## src/rtl/sram_bist_pkg.sv

```systemverilog
// Shared types and helpers for the dual-port-pair SRAM BIST controller.
package sram_bist_pkg;

  localparam int ADDR_W     = 8;
  localparam int DATA_W     = 32;
  localparam int PAIR_COUNT = 128;
  localparam int PAIR_W     = 7;
  localparam logic [PAIR_W-1:0] LAST_PAIR = PAIR_W'(PAIR_COUNT - 1);

  typedef enum logic [2:0] {
    IDLE   = 3'd0,
    WR_BG  = 3'd1,
    RD_BG  = 3'd2,
    WR_INV = 3'd3,
    RD_INV = 3'd4,
    DONE   = 3'd5
  } bist_state_e;

  // Word expected at an address: address replicated across the word, XORed
  // with the background, optionally complemented for the inverse phases.
  function automatic logic [DATA_W-1:0] bist_pattern(
    input logic [ADDR_W-1:0] addr,
    input logic [DATA_W-1:0] bg,
    input logic              inv
  );
    logic [DATA_W-1:0] p;
    p = {4{addr}} ^ bg;
    return inv ? ~p : p;
  endfunction

endpackage

```

## src/rtl/sram_bist_checker.sv

```systemverilog
// Dual-lane read-data checker: one-cycle-delayed compare of ports C/D and
// first-fail capture with port C (lower address) taking priority.
module sram_bist_checker
  import sram_bist_pkg::*;
(
  input  logic              i_clk,
  input  logic              i_rst,
  input  logic              i_clear,
  input  logic              i_issue,
  input  logic [ADDR_W-1:0] i_addr_c,
  input  logic [DATA_W-1:0] i_exp_c,
  input  logic [DATA_W-1:0] i_exp_d,
  input  logic [DATA_W-1:0] i_data_c,
  input  logic [DATA_W-1:0] i_data_d,
  output logic              o_fail,
  output logic [ADDR_W-1:0] o_fail_addr,
  output logic [DATA_W-1:0] o_fail_data
);

  logic              r_valid;
  logic [ADDR_W-1:0] r_addr_c;
  logic [DATA_W-1:0] r_exp_c;
  logic [DATA_W-1:0] r_exp_d;
  logic              r_fail;
  logic [ADDR_W-1:0] r_fail_addr;
  logic [DATA_W-1:0] r_fail_data;

  logic              w_mis_c;
  logic              w_mis_d;
  logic [ADDR_W-1:0] w_addr_d;

  // i_issue marks the cycle a read pair goes out; r_valid qualifies the
  // returned data exactly one cycle later, there is no back-pressure.
  assign w_addr_d = {r_addr_c[ADDR_W-1:1], 1'b1};
  assign w_mis_c  = r_valid && (i_data_c != r_exp_c);
  assign w_mis_d  = r_valid && (i_data_d != r_exp_d);

  always_ff @(posedge i_clk) begin
    if (i_rst) begin
      r_valid     <= 1'b0;
      r_addr_c    <= '0;
      r_exp_c     <= '0;
      r_exp_d     <= '0;
      r_fail      <= 1'b0;
      r_fail_addr <= '0;
      r_fail_data <= '0;
    end else begin
      r_valid  <= i_issue;
      r_addr_c <= i_addr_c;
      r_exp_c  <= i_exp_c;
      r_exp_d  <= i_exp_d;
      if (i_clear) begin
        r_fail      <= 1'b0;
        r_fail_addr <= '0;
        r_fail_data <= '0;
      end else if (!r_fail && (w_mis_c || w_mis_d)) begin
        r_fail      <= 1'b1;
        r_fail_addr <= w_mis_c ? r_addr_c : w_addr_d;
        r_fail_data <= w_mis_c ? i_data_c : i_data_d;
      end
    end
  end

  assign o_fail      = r_fail;
  assign o_fail_addr = r_fail_addr;
  assign o_fail_data = r_fail_data;

endmodule

```

## src/rtl/sram_bist_controller.sv

```systemverilog
// SRAM BIST sequencer: background/inverse write-read march over address pairs.
// Optional macro BIST_STOP_ON_FAIL_EN ends the run at the first mismatch.
module sram_bist_controller
  import sram_bist_pkg::*;
#(
  parameter logic [31:0] BACKGROUND = 32'hA5A5_5A5A
) (
  input  logic        Clk_In,
  input  logic        Reset_In,
  input  logic        Start_In,
  output logic        Busy_Out,
  output logic        Done_Out,
  output logic        Fail_Out,
  output logic [7:0]  Fail_Address_Out,
  output logic [31:0] Fail_Data_Out,
  output logic [31:0] Port_W_A_Data_Out,
  output logic [7:0]  Port_W_A_Address_Out,
  output logic        Port_W_A_Write_Enable_Out,
  output logic [31:0] Port_W_B_Data_Out,
  output logic [7:0]  Port_W_B_Address_Out,
  output logic        Port_W_B_Write_Enable_Out,
  output logic [7:0]  Port_R_C_Address_Out,
  output logic        Port_R_C_Read_Enable_Out,
  input  logic [31:0] Port_R_C_Data_In,
  output logic [7:0]  Port_R_D_Address_Out,
  output logic        Port_R_D_Read_Enable_Out,
  input  logic [31:0] Port_R_D_Data_In,
  output logic [2:0]  Dbg_State_Out
);

  bist_state_e       r_state;
  logic [PAIR_W-1:0] r_k;
  logic              r_drain;
  logic              r_busy;
  logic              r_done;
  logic              r_we_a;
  logic              r_we_b;
  logic [ADDR_W-1:0] r_addr_a;
  logic [ADDR_W-1:0] r_addr_b;
  logic [DATA_W-1:0] r_data_a;
  logic [DATA_W-1:0] r_data_b;
  logic              r_re_c;
  logic              r_re_d;
  logic [ADDR_W-1:0] r_addr_c;
  logic [ADDR_W-1:0] r_addr_d;

  bist_state_e       w_state_nxt;
  logic [PAIR_W-1:0] w_k_nxt;
  logic              w_drain_nxt;
  logic              w_clear;
  logic              w_wr;
  logic              w_rd;
  logic              w_inv;
  logic              w_busy_nxt;
  logic [ADDR_W-1:0] w_addr_even;
  logic [ADDR_W-1:0] w_addr_odd;
  logic [DATA_W-1:0] w_pat_even;
  logic [DATA_W-1:0] w_pat_odd;
  logic              w_fail;

  // Registers hold what is presented to the SRAM this cycle; the next-state
  // logic below therefore also computes the next cycle's port values.
  always_comb begin
    w_state_nxt = r_state;
    w_k_nxt     = r_k;
    w_drain_nxt = r_drain;
    w_clear     = 1'b0;
    case (r_state)
      IDLE, DONE: begin
        if (Start_In) begin
          w_state_nxt = WR_BG;
          w_k_nxt     = '0;
          w_drain_nxt = 1'b0;
          w_clear     = 1'b1;
        end
      end
      WR_BG, WR_INV: begin
        if (r_k == LAST_PAIR) begin
          w_state_nxt = (r_state == WR_BG) ? RD_BG : RD_INV;
          w_k_nxt     = '0;
        end else begin
          w_k_nxt = r_k + 7'd1;
        end
      end
      RD_BG, RD_INV: begin
        if (r_drain) begin
          w_state_nxt = (r_state == RD_BG) ? WR_INV : DONE;
          w_k_nxt     = '0;
          w_drain_nxt = 1'b0;
        end else if (r_k == LAST_PAIR) begin
          w_drain_nxt = 1'b1;
        end else begin
          w_k_nxt = r_k + 7'd1;
        end
      end
      default: begin
        w_state_nxt = IDLE;
        w_k_nxt     = '0;
        w_drain_nxt = 1'b0;
      end
    endcase
`ifdef BIST_STOP_ON_FAIL_EN
    if (r_busy && w_fail) begin
      w_state_nxt = DONE;
      w_k_nxt     = '0;
      w_drain_nxt = 1'b0;
    end
`endif
  end

  always_comb begin
    w_wr        = (w_state_nxt == WR_BG) || (w_state_nxt == WR_INV);
    w_rd        = ((w_state_nxt == RD_BG) || (w_state_nxt == RD_INV)) && !w_drain_nxt;
    w_inv       = (w_state_nxt == WR_INV) || (w_state_nxt == RD_INV);
    w_busy_nxt  = (w_state_nxt != IDLE) && (w_state_nxt != DONE);
    w_addr_even = {w_k_nxt, 1'b0};
    w_addr_odd  = {w_k_nxt, 1'b1};
    w_pat_even  = bist_pattern(w_addr_even, BACKGROUND, w_inv);
    w_pat_odd   = bist_pattern(w_addr_odd, BACKGROUND, w_inv);
  end

  always_ff @(posedge Clk_In) begin
    if (Reset_In) begin
      r_state  <= IDLE;
      r_k      <= '0;
      r_drain  <= 1'b0;
      r_busy   <= 1'b0;
      r_done   <= 1'b0;
      r_we_a   <= 1'b0;
      r_we_b   <= 1'b0;
      r_addr_a <= '0;
      r_addr_b <= '0;
      r_data_a <= '0;
      r_data_b <= '0;
      r_re_c   <= 1'b0;
      r_re_d   <= 1'b0;
      r_addr_c <= '0;
      r_addr_d <= '0;
    end else begin
      r_state  <= w_state_nxt;
      r_k      <= w_k_nxt;
      r_drain  <= w_drain_nxt;
      r_busy   <= w_busy_nxt;
      r_done   <= (w_state_nxt == DONE);
      r_we_a   <= w_wr;
      r_we_b   <= w_wr;
      r_addr_a <= w_wr ? w_addr_even : '0;
      r_addr_b <= w_wr ? w_addr_odd  : '0;
      r_data_a <= w_wr ? w_pat_even  : '0;
      r_data_b <= w_wr ? w_pat_odd   : '0;
      r_re_c   <= w_rd;
      r_re_d   <= w_rd;
      r_addr_c <= w_rd ? w_addr_even : '0;
      r_addr_d <= w_rd ? w_addr_odd  : '0;
    end
  end

  sram_bist_checker u_checker (
    .i_clk       (Clk_In),
    .i_rst       (Reset_In),
    .i_clear     (w_clear),
    .i_issue     (w_rd),
    .i_addr_c    (w_rd ? w_addr_even : 8'h00),
    .i_exp_c     (w_rd ? w_pat_even : 32'h0),
    .i_exp_d     (w_rd ? w_pat_odd : 32'h0),
    .i_data_c    (Port_R_C_Data_In),
    .i_data_d    (Port_R_D_Data_In),
    .o_fail      (w_fail),
    .o_fail_addr (Fail_Address_Out),
    .o_fail_data (Fail_Data_Out)
  );

  assign Busy_Out                  = r_busy;
  assign Done_Out                  = r_done;
  assign Fail_Out                  = w_fail;
  assign Port_W_A_Data_Out         = r_data_a;
  assign Port_W_A_Address_Out      = r_addr_a;
  assign Port_W_A_Write_Enable_Out = r_we_a;
  assign Port_W_B_Data_Out         = r_data_b;
  assign Port_W_B_Address_Out      = r_addr_b;
  assign Port_W_B_Write_Enable_Out = r_we_b;
  assign Port_R_C_Address_Out      = r_addr_c;
  assign Port_R_C_Read_Enable_Out  = r_re_c;
  assign Port_R_D_Address_Out      = r_addr_d;
  assign Port_R_D_Read_Enable_Out  = r_re_d;
  assign Dbg_State_Out             = r_state;

endmodule

```

## config.mk

```make
export PLATFORM = sky130hd
export DESIGN_NAME = sram_bist_controller
export DESIGN_NICKNAME = d
export VERILOG_FILES = /design/src/rtl/sram_bist_pkg.sv /design/src/rtl/sram_bist_checker.sv /design/src/rtl/sram_bist_controller.sv
export SDC_FILE = /design/constraint.sdc
export NUM_CORES = 1
export LEC_CHECK = 0
export BUFFER_PORTS_ARGS = -buffer_cell sky130_fd_sc_hd__buf_2
export CORE_ASPECT_RATIO = 0.8
export CORE_MARGIN = 10
export CORE_UTILIZATION = 40
export DETAILED_ROUTE_END_ITERATION = 10
export GPL_TIMING_DRIVEN = 0
export PLACE_DENSITY = 0.73
export SYNTH_ARGS = -nofsm -noshare
export SYNTH_HDL_FRONTEND = slang
export SYNTH_SLANG_ARGS = --single-unit
```

## constraint.sdc

```tcl
create_clock -name Clk_In -period 3.1 [get_ports Clk_In]
set_input_delay 0.155 -clock Clk_In [delete_from_list [all_inputs] [get_ports Clk_In]]
set_output_delay 0.155 -clock Clk_In [all_outputs]
set_load 0.01 [all_outputs]
```

== Word level (Yosys, flattened, before mapping) ==
Index checks and enable logic that the tools add are counted.
Word-level totals
  register bits: 202
  input bits: 67
  logic and storage cells: 83
Operators by class
  add/sub/neg operators: 1
  equal/unequal tests: 14
  muxes and demuxes: 23
  bitwise operators: 6
  reduce and logical (&&, ||, !) cells: 19
Operator list (number)
  2-to-1 mux 32 bit: 3
  inequality test 32 bit: 2
  NOT 32 bit: 2
  NOT 16 bit: 2
  2-to-1 mux 7 bit: 4
  one-hot mux 7 bit (3 select lines): 1
  2-to-1 mux 3 bit: 5
  == test 3 x 2 -> 1 bit, second input constant: 4
  == test 3 bit, second input constant: 4
  OR reduction 2 bit: 6
  one-hot mux 3 bit (3 select lines): 1
  2-to-1 mux 1 bit: 8
  adder 7 x 1 -> 7 bit, second input constant: 1
  == test 7 bit, second input constant: 1
  == test 3 x 1 -> 1 bit, second input constant: 2
  logical AND 1 bit: 5
  logical OR 1 bit: 4
  logical NOT 3 bit: 1
  inequality test 3 bit, second input constant: 1
  one-hot mux 1 bit (3 select lines): 1
  nonzero test 3 bit: 1
  logical NOT 1 bit: 2
  NOT 1 bit: 2

== Longest topological paths before layout ==
  word-level depth: 9
  mapped depth: 8

== Hierarchy ==
Synthesis repeated with hierarchy kept, for this count alone.
Second synthesis, totals
  cell total of the unflattened synthesis: 714
  area total of the unflattened synthesis: 7204.4 um^2
By module, submodules not included
  sram_bist_checker: instances 1, cells each 431, area an instance 4524.3 um^2, sequential area each 2282.2 um^2
  sram_bist_controller: instances 1, cells each 283, area an instance 2680.1 um^2, sequential area each 1041.0 um^2

== Worst setup path after synthesis ==
OpenSTA, ideal clock, no wires.
  kind: register to register
  start point: register u_checker.r_exp_d[28]
  end point: register u_checker.r_fail_addr[0] (netlist: u_checker.o_fail_addr[0])
  data arrival time: 1974 ps
  data required time: 2981 ps
  slack: 1007 ps
  stages on the path, launching flop included: 9
  buffers on the path: 2
  cell sequence: dfxtp_1 nor3_1 o22ai_1 or4_4 buf_6 nor3_4 a31oi_4 buf_6 o221a_1
Between the ends
  longest elaborated chain between the ends: 4
RTL lines
  start: declaration: line sram_bist_checker.sv:23  | logic [DATA_W-1:0] r_exp_d;
  start signal: assignment: line sram_bist_checker.sv:51  | r_exp_d <= i_exp_d;
  inequality test 32 bit: line sram_bist_checker.sv:36  | assign w_mis_d = r_valid && (i_data_d != r_exp_d);
  logical AND 1 bit: line sram_bist_checker.sv:36
  logical OR 1 bit: line sram_bist_checker.sv:56  | end else if (!r_fail && (w_mis_c || w_mis_d)) begin
  logical AND 1 bit: line sram_bist_checker.sv:56
  end signal: assignment: line sram_bist_checker.sv:58  | r_fail_addr <= w_mis_c ? r_addr_c : w_addr_d;
  end: declaration: line sram_bist_checker.sv:25  | logic [ADDR_W-1:0] r_fail_addr;
Every way passes these cells.
A chain may end at the register's enable or synchronous reset.

== Final worst setup path ==
  start point: register u_checker.r_exp_d[25]
  end point: register u_checker.r_fail_data[27] (netlist: u_checker.o_fail_data[27])
Between the ends
  longest elaborated chain between the ends: 4
RTL lines
  inequality test 32 bit: line sram_bist_checker.sv:36
  logical AND 1 bit: line sram_bist_checker.sv:36
  logical OR 1 bit: line sram_bist_checker.sv:56
  logical AND 1 bit: line sram_bist_checker.sv:56
  end signal: assignment: line sram_bist_checker.sv:59  | r_fail_data <= w_mis_c ? i_data_c : i_data_d;
  end: declaration: line sram_bist_checker.sv:26  | logic [DATA_W-1:0] r_fail_data;
Every way passes these cells.

==> qor.yml <==
dr.first_iter.drc_count: 389
post_dp_cell_area_um2: 7020
finalPower_uw: 2820
vias: 5480
powerDensity_nw_per_um2: 385
htree_levels: 3
nets: 921
insertion_delay_ns: 0.34
period_needed_ns: 2.73
synth.yosys.warnings: 0
cts_root_buffer: "clkbuf_16"
pre_cts_ws_ns: 0.199
period_share: 0.880
finalHoldViolations: 0
core-area_um2: 14200
status: "finished clean"
mappedNetlistArea_um2: 5730
rows: 39
relSlewSlack: 0.464
cp_data_arrival_time_ns: 2.94
synthFlopType: "dfxtp_1"
grt_use_total: 0.185
grt_antenna_before_repair: 4
hp-start: "Reset_In"
cp-end-kind: "register"
worstReg2RegStart: "u_checker.r_exp_d[25]$_SDFF_PP0_"
synth_edf_count: 0
worstRegToRegCells: 7
cts_buffers: 9
drive_gt1_frac: 0.415
place_congestion: 0.920
dp_hpwl_um: 15400
dieArea_um2: 19600
synth_cells: 630
synthArstFlopShare: 0
clock-sinks: 102
fillers: 1399
cts_resized: 0
cap_violations: 0
fin_area_um2: 7330
portBuffers: 210
post_cts_buffers: 0
worstReg2RegEnd: "u_checker.o_fail_data[27]$_SDFFE_PP0P_"
io-pin-count: 213
hold_depth: 2
required_ns: 3.31
path_clk_slew_ns: 0.07
synth-seq-cells: 102
crit_fanout: 10
viasPerCell: 5.24
power_leakage_uw: 0.00342
drtPass1Iterations: 5
grt-ovfl-total: 0
area_growth_pct: 27.9
min_to: "Busy_Out$_SDFF_PP0_"
finalWorstSetupSlack_ns: 0.371
grt_pass1_vias: 5220
crit_path_start_kind: "register"
start_util: 0.405
max_freq_ghz: 0.366
ys_types: 54
grt_max_degree: 17
cts_tree: "yes"
yosysSeqAreaShare: 0.356
finalMaxSlewViolations: 0
drtAntennaViolNets: 0
dieHeight_um: 127
postCtsHoldBufs: 0
worstHoldPathType: "in2reg"
worst-slew-pin-transition_ns: 0.804
grt_pass1_wl_um: 29600
skew_ns: 0.0106
cts_buffer_depth: 2
fin_setup_tns_ns: 0
finalWirelength_um: 19200
wl_per_cell_um: 18.3
drc: 0
crit_type: "reg2reg"
setup_viol: 0
irDropWorstVdd_mv: 0.303
ff2ff_setup_slack_ns: 0.37
synth_area_per_cell_um2: 9.10
die_w_um: 154
rsz0062_at_grt: "no"
## per-stage QoR
stage                     utilization  hold slack, ns  std cells
after CTS                       0.517          0.0462       1041
after global placement          0.496           0.422       1025
after global routing            0.518          0.0678       1042
final                           0.518          0.0581       1045
after detailed placement        0.496           0.404       1025
after floorplan                     -           0.228        631
## critical path: stages (launching register included)
cell      delay (ns)
dfxtp_1         0.35
nor3_1          0.30
o22ai_1         0.16
nor4_2          0.58
nand3_1         0.42
clkbuf_1        0.33
o221ai_1        0.36
o31ai_2         0.11
## where the power goes
group / switching, uW / internal (uW) / leakage (uW)
combinational: 181 / 141 / 0.00245
sequential: 14.5 / 1320 / 0.000825
clock: 506 / 655 / 0.000148
total: 702 / 2120 / 0.00342
## how the worst max path moves through the flow
stage | startpoint | endpoint | cells after the start
after floorplan | u_checker.r_exp_d[28]$_SDFF_PP0_ | u_checker.o_fail_addr[0]$_SDFFE_PP0P_ | 8
after global placement | u_checker.r_exp_d[25]$_SDFF_PP0_ | u_checker.o_fail_data[27]$_SDFFE_PP0P_ | 7
after detailed placement | u_checker.r_exp_d[25]$_SDFF_PP0_ | u_checker.o_fail_data[27]$_SDFFE_PP0P_ | 7
after CTS | u_checker.r_exp_d[25]$_SDFF_PP0_ | u_checker.o_fail_data[27]$_SDFFE_PP0P_ | 7
after global routing | u_checker.r_exp_d[25]$_SDFF_PP0_ | u_checker.o_fail_data[27]$_SDFFE_PP0P_ | 7
final | u_checker.r_exp_d[25]$_SDFF_PP0_ | u_checker.o_fail_data[27]$_SDFFE_PP0P_ | 7
## layer usage
metal  global-route usage  part of all wire  vias up  wire (um)
li1                     -                 -     2681          -
met4               0.0416             0.015        4        279
met2                0.266              0.42      268       8010
met5                    0            0.0011        -         21
met1                0.251              0.45     2503       8560
met3               0.0801              0.12       24       2290
## cell families after synthesis
family                     synth area share
adders and majority gates           0.00436
buffers and inverters                 0.153
muxes                                0.0122
other                              0.000654
DFF                                   0.356
AOI/OAI and AO/OA                     0.233
and+or+nand+nor                       0.192
xor gates and xnor gates             0.0489
## cells in the mapped netlist, types with 2 or more instances
| cell type | number | area share |
|---|---|---|
| nor2_1 | 61 | 0.040 |
| o221ai_1 | 32 | 0.049 |
| o21ai_1 | 3 | 0.0026 |
| nand3_1 | 4 | 0.0035 |
| clkbuf_1 | 33 | 0.022 |
| nor2b_1 | 4 | 0.0044 |
| and3_1 | 26 | 0.028 |
| a21oi_1 | 6 | 0.0052 |
| inv_1 | 38 | 0.025 |
| buf_2 | 7 | 0.0061 |
| xnor2_1 | 18 | 0.027 |
| buf_4 | 68 | 0.089 |
| a221oi_2 | 2 | 0.0052 |
| nand2_1 | 21 | 0.014 |
| xor2_1 | 14 | 0.021 |
| dfxtp_1 | 102 | 0.36 |
| or3_1 | 2 | 0.0022 |
| o31a_1 | 32 | 0.049 |
| and4_1 | 32 | 0.049 |
| ha_1 | 2 | 0.0044 |
| o21ai_0 | 3 | 0.0026 |
| buf_6 | 5 | 0.0098 |
| nor3_1 | 28 | 0.024 |
| o22ai_1 | 12 | 0.013 |
| o31ai_2 | 32 | 0.070 |
| a221oi_4 | 3 | 0.014 |
| nor4_2 | 2 | 0.0044 |
| mux2i_1 | 7 | 0.012 |
| nor4_1 | 4 | 0.0044 |
| inv_2 | 2 | 0.0013 |
| nand2b_1 | 2 | 0.0022 |
## layout by cell type, fill, tap and decap left out, drive strengths merged, types with 2 or more instances in the layout
cell type,n
a31oi,2
o22ai,13
dfxtp,102
a221oi,5
nor3,29
diode,4
nor2,62
nor2b,4
o31a,32
or3,2
buf,291
inv,42
and3,26
mux2i,7
and4,32
o221ai,32
ha,2
o31ai,32
xor2,14
nand2b,2
conb,2
nand3,4
nand2,21
a21oi,6
nor4,6
xnor2,18
clkbuf,45
o21ai,6
## cell type report
cell class | count | area [um^2] | share of cell area
multi-input cells | 375 | 2820 | 0.385
well taps | 184 | 230 | 0.0314
inverters | 40 | 150 | 0.0205
clock inverters | 4 | 52.6 | 0.00716
diodes | 4 | 10.0 | 0.00136
flip-flops and latches | 102 | 2040 | 0.278
clock buffers | 12 | 246 | 0.0336
plain buffers | 114 | 729 | 0.0995
repair buffers | 210 | 1050 | 0.143
## flip-flops by register name (all words and copies together), names as in the netlist, 3 cells and up
name,flops
Dbg_State_Out,3
Port_W_A_Data_Out,16
Port_W_B_Address_Out,7
r_k,7
u_checker.o_fail_addr,8
u_checker.o_fail_data,32
u_checker.r_addr_c,7
u_checker.r_exp_d,16
(Power assumes the default switching activity.)
